**config.mk**
```make
export PLATFORM = sky130hd
export DESIGN_NAME = seg_format
export DESIGN_NICKNAME = d
export VERILOG_FILES = /design/src/rtl/seg_pkg.sv /design/src/rtl/seg_digit_encode.sv /design/src/rtl/seg_format.sv
export SDC_FILE = /design/constraint.sdc
export NUM_CORES = 1
export LEC_CHECK = 0
export ABC_CLOCK_PERIOD_IN_PS = 3600
export CORE_MARGIN = 5
export CORE_UTILIZATION = 25
export CTS_CLUSTER_SIZE = 16
export DETAILED_ROUTE_END_ITERATION = 6
export PLACE_DENSITY = 0.52
export SLEW_MARGIN = 20
export SYNTH_ARGS = -nofsm -noshare
export SYNTH_HDL_FRONTEND = slang
export SYNTH_SLANG_ARGS = --single-unit
```
**constraint.sdc**
```tcl
create_clock -name cp -period 3.6 [get_ports cp]
set_input_delay 0.72 -clock cp [delete_from_list [all_inputs] [get_ports cp]]
set_output_delay 0.72 -clock cp [all_outputs]
set_load 0.005 [all_outputs]
```
**src/rtl/seg_pkg.sv**
```systemverilog
// Shared definitions for the seven-segment formatter.
// Holds the blank/dash patterns, the decimal range limit, the FSM state
// encoding and the hex/decimal digit code table. Patterns are active-low
// {a,b,c,d,e,f,g,dp}, so bit 0 is the decimal point.
package seg_pkg;

  localparam logic [7:0]  SEG_BLANK = 8'hFF;
  localparam logic [7:0]  SEG_DASH  = 8'hFD;
  localparam logic [31:0] DEC_MAX   = 32'd99_999_999;

  typedef enum logic [1:0] {
    IDLE = 2'd0,
    CONV = 2'd1,
    LOAD = 2'd2
  } state_t;

  // Digit code table 0..F; the dp bit is 1 (off) in every entry.
  function automatic logic [7:0] seg_code(input logic [3:0] digit);
    logic [7:0] code;
    case (digit)
      4'h0: code = 8'h03;
      4'h1: code = 8'h9F;
      4'h2: code = 8'h25;
      4'h3: code = 8'h0D;
      4'h4: code = 8'h99;
      4'h5: code = 8'h49;
      4'h6: code = 8'h41;
      4'h7: code = 8'h1F;
      4'h8: code = 8'h01;
      4'h9: code = 8'h09;
      4'hA: code = 8'h11;
      4'hB: code = 8'hC1;
      4'hC: code = 8'h63;
      4'hD: code = 8'h85;
      4'hE: code = 8'h61;
      default: code = 8'h71;
    endcase
    return code;
  endfunction

endpackage

```
**src/rtl/seg_digit_encode.sv**
```systemverilog
// Single-digit pattern encoder.
// Ports:
//   digit   in  4  digit value 0..F
//   blank   in  1  1: force all segments dark (dp included)
//   dp      in  1  1: light the decimal point on a shown digit
//   pattern out 8  active-low {a,b,c,d,e,f,g,dp}
module seg_digit_encode
  import seg_pkg::*;
(
  input  logic [3:0] digit,
  input  logic       blank,
  input  logic       dp,
  output logic [7:0] pattern
);

  logic [7:0] code;

  always_comb begin
    code    = seg_code(digit);
    pattern = SEG_BLANK;
    if (!blank) begin
      pattern = {code[7:1], ~dp};
    end
  end

endmodule

```
**src/rtl/seg_format.sv**
```systemverilog
// Seven-segment formatter: turns a 32-bit value into eight registered
// active-low digit patterns (num0 = rightmost). Hex mode encodes nibbles
// directly; decimal mode runs a 32-cycle shift/add-3 conversion.
// Optional build macro: SEG_DP_EN adds the dpMask port and per-digit
// decimal points; without it every dp bit stays 1.
// Ports:
//   cp        in  1   clock
//   rst       in  1   synchronous active-high reset
//   start     in  1   conversion request, taken only when idle
//   value     in  32  number to display, captured with start
//   hexMode   in  1   1: hex, 0: decimal, captured with start
//   dpMask    in  8   per-digit dp enable (SEG_DP_EN only)
//   busy      out 1   conversion in progress
//   done      out 1   one-cycle pulse when num0..num7 update
//   ovf       out 1   last decimal request was above 99_999_999
//   num0..7   out 8   digit patterns
module seg_format
  import seg_pkg::*;
#(
  parameter int BLANK_LZ = 1
) (
  input  logic        cp,
  input  logic        rst,
  input  logic        start,
  input  logic [31:0] value,
  input  logic        hexMode,
`ifdef SEG_DP_EN
  input  logic [7:0]  dpMask,
`endif
  output logic        busy,
  output logic        done,
  output logic        ovf,
  output logic [7:0]  num0,
  output logic [7:0]  num1,
  output logic [7:0]  num2,
  output logic [7:0]  num3,
  output logic [7:0]  num4,
  output logic [7:0]  num5,
  output logic [7:0]  num6,
  output logic [7:0]  num7
);

  state_t      state, state_nxt;
  logic        take;
  logic        ovf_req;
  logic [31:0] sr_p0;
  logic [31:0] bcd_p0;
  logic [31:0] bcd_adj;
  logic [4:0]  cnt_p0;
  logic        hex_p0;
  logic        ovf_p0;
  logic [7:0]  dp_en;
  logic [3:0]  dig   [8];
  logic        blank [8];
  logic [7:0]  enc   [8];
  logic [7:0]  pat   [8];
  logic [7:0]  num_r [8];

  assign take    = (state == IDLE) && start;
  assign ovf_req = !hexMode && (value > DEC_MAX);

  // FSM state register
  always_ff @(posedge cp) begin
    if (rst) state <= IDLE;
    else     state <= state_nxt;
  end

  // FSM next state
  always_comb begin
    state_nxt = state;
    case (state)
      IDLE: if (start) state_nxt = (hexMode || ovf_req) ? LOAD : CONV;
      CONV: if (cnt_p0 == 5'd31) state_nxt = LOAD;
      LOAD: state_nxt = IDLE;
      default: state_nxt = IDLE;
    endcase
  end

  // FSM outputs
  always_comb begin
    busy = (state != IDLE);
  end

  // Each BCD digit >= 5 gets +3 before the shift; 5..9 + 3 stays within 4 bits.
  always_comb begin
    for (int i = 0; i < 8; i++) begin
      bcd_adj[4*i +: 4] = (bcd_p0[4*i +: 4] >= 4'd5) ? bcd_p0[4*i +: 4] + 4'd3
                                                     : bcd_p0[4*i +: 4];
    end
  end

  // Stage p0: request capture and shift/add-3 iteration
  always_ff @(posedge cp) begin
    if (take) begin
      sr_p0  <= value;
      bcd_p0 <= '0;
      cnt_p0 <= '0;
      hex_p0 <= hexMode;
      ovf_p0 <= ovf_req;
    end else if (state == CONV) begin
      bcd_p0 <= {bcd_adj[30:0], sr_p0[31]};
      sr_p0  <= {sr_p0[30:0], 1'b0};
      cnt_p0 <= cnt_p0 + 5'd1;
    end
  end

`ifdef SEG_DP_EN
  logic [7:0] dp_p0;
  always_ff @(posedge cp) begin
    if (take) dp_p0 <= dpMask;
  end
  assign dp_en = dp_p0;
`else
  assign dp_en = '0;
`endif

  // Leading-zero blanking walks down from the top digit; num0 is never blanked.
  always_comb begin
    logic seen;
    seen = 1'b0;
    for (int i = 7; i >= 0; i--) begin
      dig[i] = hex_p0 ? sr_p0[4*i +: 4] : bcd_p0[4*i +: 4];
      seen   = seen || (dig[i] != 4'd0);
      blank[i] = (BLANK_LZ != 0) && (i != 0) && !seen;
    end
  end

  for (genvar g = 0; g < 8; g++) begin : g_enc
    seg_digit_encode u_enc (
      .digit   (dig[g]),
      .blank   (blank[g]),
      .dp      (dp_en[g]),
      .pattern (enc[g])
    );
  end

  // Overflow shows dashes on every digit, never blanked.
  always_comb begin
    for (int i = 0; i < 8; i++) begin
      pat[i] = ovf_p0 ? {SEG_DASH[7:1], ~dp_en[i]} : enc[i];
    end
  end

  // Stage p1: output registers, updated only on the done edge
  always_ff @(posedge cp) begin
    if (rst) begin
      done <= 1'b0;
      ovf  <= 1'b0;
      for (int i = 0; i < 8; i++) num_r[i] <= SEG_BLANK;
    end else begin
      done <= (state == LOAD);
      if (state == LOAD) begin
        ovf <= ovf_p0;
        for (int i = 0; i < 8; i++) num_r[i] <= pat[i];
      end
    end
  end

  assign num0 = num_r[0];
  assign num1 = num_r[1];
  assign num2 = num_r[2];
  assign num3 = num_r[3];
  assign num4 = num_r[4];
  assign num5 = num_r[5];
  assign num6 = num_r[6];
  assign num7 = num_r[7];

endmodule

```
### Word-level counts from Yosys, hierarchy flattened

Memory sizes are Yosys's and may differ from the RTL's.
Index checks and enable logic that the tools add are counted.
Widths: inputs -> output; s select.

* magnitude comparators: 9
* reductions and logical operators: 21
* bitwise operators: 8
* div/mod/pow operators: 0
* multiply operators: 0
* shifts and indexed selects: 0
* eq/ne operators: 5
* muxes and demuxes: 50
* $add $sub $neg: 9

Operator list (count)
* $mux 8: 23
* $mux 32: 2
* $mux 4: 15
* $ge 4x3->1 const B: 8
* $gt 32x27->1 const B: 1
* $add 4x2->4 const B: 7
* $reduce_bool 4->1: 7
* $or 1x1->1: 8
* $logic_or 1x1->1: 7
* $mux 2: 3
* $add 5x1->5 const B: 1
* $eq 5x5->1 const B: 1
* $mux 1: 5
* $ne 2x2->1 const B: 2
* $pmux 2 s2: 1
* $reduce_bool 2->1: 2
* $add 3x2->3 const B: 1
* $mux 3: 1
* $eq 2x1->1 const B: 1
* $eq 2x2->1 const B: 1
* $logic_and 1x1->1: 2
* $logic_not 2->1: 1
* $reduce_and 2->1: 1
* $logic_not 1->1: 1

* bits in read-only memories: 896
* memories kept: 9
* flip-flop bits (word level): 75
* word-level logic and storage cells: 119
* bits of input ports: 36
* latch bits: 0
* memory bits (writable): 64
* output and inout port bits: 67

Memory list
* (name not given): depth 16, bits a word 7, rd ports 1, clocked after memory_dff 0, write ports 0, RTL line seg_pkg.sv:20 `case (digit)`
* (name not given): depth 16, bits a word 7, rd ports 1, clocked after memory_dff 0, write ports 0, RTL line seg_pkg.sv:20
* (name not given): depth 16, bits a word 7, rd ports 1, clocked after memory_dff 0, write ports 0, RTL line seg_pkg.sv:20
* (name not given): depth 16, bits a word 7, rd ports 1, clocked after memory_dff 0, write ports 0, RTL line seg_pkg.sv:20
* (name not given): depth 16, bits a word 7, rd ports 1, clocked after memory_dff 0, write ports 0, RTL line seg_pkg.sv:20
* (name not given): depth 16, bits a word 7, rd ports 1, clocked after memory_dff 0, write ports 0, RTL line seg_pkg.sv:20
* +3 memories

### Depth between registers and ports, before layout

* depth after elaboration: 11
* mapped depth: 12
* gate-level depth less buffers: 8

### By module

Synthesis repeated with hierarchy kept, for this count alone.

* cells, all modules: 920
* area, all modules: 8937.3 um2

Modules (own cells, without submodules)
* seg_format: instances 1, cells an instance 621, area each 6556.3 um2
* seg_digit_encode (g_enc[4].u_enc ...): instances 4, cells an instance 37, area each 297.8 um2
* seg_digit_encode (g_enc[1].u_enc ...): instances 2, cells an instance 37, area each 300.3 um2
* seg_digit_encode (g_enc[2].u_enc): instances 1, cells an instance 36, area each 302.8 um2
* seg_digit_encode (g_enc[0].u_enc): instances 1, cells an instance 41, area each 286.5 um2

### Least setup slack after synthesis

OpenSTA, ideal clock, no wires.

* path type: flip-flop to flip-flop
* from: register hex_p0
* to: memory num_r[4][6], in the netlist num_r[1][6] (data pin)
* arrival time: 2.530 ns
* clock period less this slack: 2.818 ns
* cell stages (with the launch flop): 12
* data required time: 3.312 ns
* slack: 0.782 ns
* buffers on the path: 4
* cell sequence: edfxtp_1 > buf_6 > buf_8 > buf_6 > buf_6 > o21ai_0 > inv_1 > ha_1 > or4bb_1 > nand2_1 > a31oi_1 > o221ai_1

RTL lines
* start: declaration: RTL line seg_format.sv:50 `logic hex_p0;`
* start signal: assignment: RTL line seg_format.sv:98 `hex_p0 <= hexMode;`
* end: declaration: RTL line seg_format.sv:57 `logic [7:0] num_r [8];`

==> flow_summary.toml <==
[worst_setup_path]
regToRegSetupSlack_ps = 340
path_buf_inv = 1
cp_data_arrival_time_ps = 3540
slowest_stage = "edfxtp_1"
reg2reg_from = "hex_p0$_DFFE_PP_"
cp-start-kind = "register"
worst_ep_required_time_ps = 3880
cp-end-kind = "register"
rr_worst_depth = 7
crit_type = "register to register"
path_cells = "buf_4 -> mux2i_1 -> ha_1 -> or4bb_1 -> a22oi_1 -> nand4_1 -> a21oi_1"
cpPeakStageDelay_ps = 720
crit_family = "simple AND/OR/NAND/NOR gates"
r2r_end = "num_r[0][9]$_SDFFCE_PN1P_"
critPathMaxFanout = 25

[yosys]
syn_avg_cell_area_um2 = 10.7
syn_inst = 784
yosys-top-cells-area = "edfxtp_1, dfxtp_1, ha_1"
ys_ff_latch = 131
yosysWarnings = 0
synth_top_area_share_pct = 32.3
syn-cell-area_um2 = 8360
ys_seq_area_share_pct = 42.2
synthArstFlopShare_pct = 0
synth_cell_types = 72
synth_edf_count = 90
yosys.area.top_type = "edfxtp_1"
ys.flop_type = "edfxtp_1"

[sta]
rsz0062_at_grt = "false"
skew_ps = 8.50
finalHoldViolCount = 0
slew_headroom_pct = 37.1
fmax_mhz = 307
timing.hold.ws_ps = 456
maxSlewViolCount = 0
tns_ps = 0
fin_crit_ps = 3260
tightest_slew_ps = 941
finalSetupViolCount = 0
min_period_over_period_pct = 90.5

[hold_path]
min_path_cells = 1
hold_class = "register to register"
min_from = "ovf$_SDFFE_PP0P_"
min_to = "ovf$_SDFFE_PP0P_"

[power_and_ir_drop]
leakagePower_uw = 0.00373
vdd_drop_max_mv = 0.249
p_per_area_nw_per_um2 = 398
power.total_uw = 4140

[flow_run]
max_cap_viol_count = 0

[placement]
hpwl_um = 16100
place_congestion = 0.779
detailed_place.area_um2 = 9800
io_buffers = 94

[grt]
antenna_found_initial = 1
grt_pass1_vias = 6285
grt_overflow_total = 0
grt_usage_pct = 11.9
grt_max_degree = 58
grt_first_pass_wirelength_um = 34300

[floorplan]
chipWidth_um = 193
die_h_um = 193
num_rows = 67
core_area_um2 = 33300
dieArea_um2 = 37200
ios = 103
start_util_pct = 25.1

[cts]
cts_tree = "yes"
clock-sinks = 131
cts_root_buf = "clkbuf_16"
cts_made_buffers = 17
postCtsHoldBufs = 0
htree_num_levels = 4
post_cts_buffers = 0
cts.path.max_buffers = 2
clkTransAtPathRegs_ps = 60
clk_latency_ps = 430
cts_resized = 0

[cells_and_area]
fillers = 3438
nets = 982
diodes = 0
areaGrowthSynthToFinish_pct = 24.5
final_util_pct = 31.3
layout-drive-gt1-share_pct = 15.1
final_area_um2 = 10400

[routing]
viasPerCell = 4.68
finalWirelength_um = 21700
drt_iter0_drc = 407
post-route-drc-count = 0
drtPass1Iterations = 5
postRouteAntennaNets = 0
wl_per_cell_um = 16.1
num_vias = 6293

[outcome]
status = "finished, final reports clean"
==> state kept, by name, summed over array words and instances, names as in the netlist <==
signal  flops
ovf         1
bcd_p0     32
num_r      56
ovf_p0      1
done        1
state       2
cnt_p0      5
hex_p0      1
sr_p0      32
==> routing by layer <==
layer	wire length [um]	GRT usage [%]	vias up
li1	-	-	3136
met1	9680	15.1	3002
met2	10500	19.4	123
met3	999	2.73	30
met4	510	4.80	2
met5	13	0	-
==> worst max path at each step <==
stage	start	end	slack, ps	cells past startpoint
after global routing	hex_p0$_DFFE_PP_	num_r[1][2]$_SDFFCE_PP1P_	140	7
after CTS	hex_p0$_DFFE_PP_	num_r[0][9]$_SDFFCE_PN1P_	330	7
after detailed placement	hex_p0$_DFFE_PP_	num_r[0][9]$_SDFFCE_PN1P_	350	7
after global placement	hex_p0$_DFFE_PP_	num_r[0][9]$_SDFFCE_PN1P_	400	7
after floorplan	hex_p0$_DFFE_PP_	num_r[1][6]$_SDFFCE_PP1P_	780	11
final	hex_p0$_DFFE_PP_	num_r[0][9]$_SDFFCE_PN1P_	340	7
==> cells by family after synthesis <==
kind of cell / after synthesis / synth area share, %
multiplexers: 98 / 13.1
XOR/XNOR: 18 / 1.89
AO/OA/AOI/OAI: 191 / 15.9
flip-flops: 131 / 42.2
AND/OR/NAND/NOR: 195 / 12.4
other: 1 / 0.0449
buffers and inverters: 87 / 5.16
adder cells (fa/ha/maj): 63 / 9.43
==> power breakdown <==
group	switching [uW]	internal [uW]	leakage, uW
clock network	680	1150	0.000296
registers	41.9	1680	0.00109
logic	316	268	0.00234
==> metrics by stage <==
stage	setup WS, ps	std cells
final	344	1344
after global placement	400	1312
after floorplan	782	791
after global routing	136	1344
after CTS	334	1344
after detailed placement	352	1312
==> Yosys cell counts (all sizes together), types with 18 or more instances <==
cell    count
nand3      33
ha         63
dfxtp      41
nor2       31
mux2       60
inv        45
buf        24
nand2      59
mux2i      36
a21oi      40
o21ai      52
clkbuf     18
edfxtp     90
==> layout by cell type (no fill, tap or decap), types with 12 or more instances in the layout <==
cell and n:
nor2_1 31, a21oi_1 40, clkdlybuf4s50_1 94, nand2_1 59, nand3_1 33, ha_1 63, mux2i_1 35, o211ai_1 15
mux2_2 58, inv_1 43, buf_4 20, edfxtp_1 90, nor3_1 14, clkbuf_16 17, nand2b_1 14, dfxtp_1 41
o32ai_1 12, o21ai_0 52
==> final cells by class <==
class / instances / area, um^2 / area share, %
multi-input combinational: 573 / 4430 / 42.6
inverter: 45 / 169 / 1.62
timing repair buffer: 115 / 1110 / 10.7
sequential: 131 / 3520 / 33.9
clock buffer: 17 / 425 / 4.09
clock inverter: 15 / 188 / 1.80
tap: 448 / 561 / 5.39
Power figures use the tool's default switching activity.
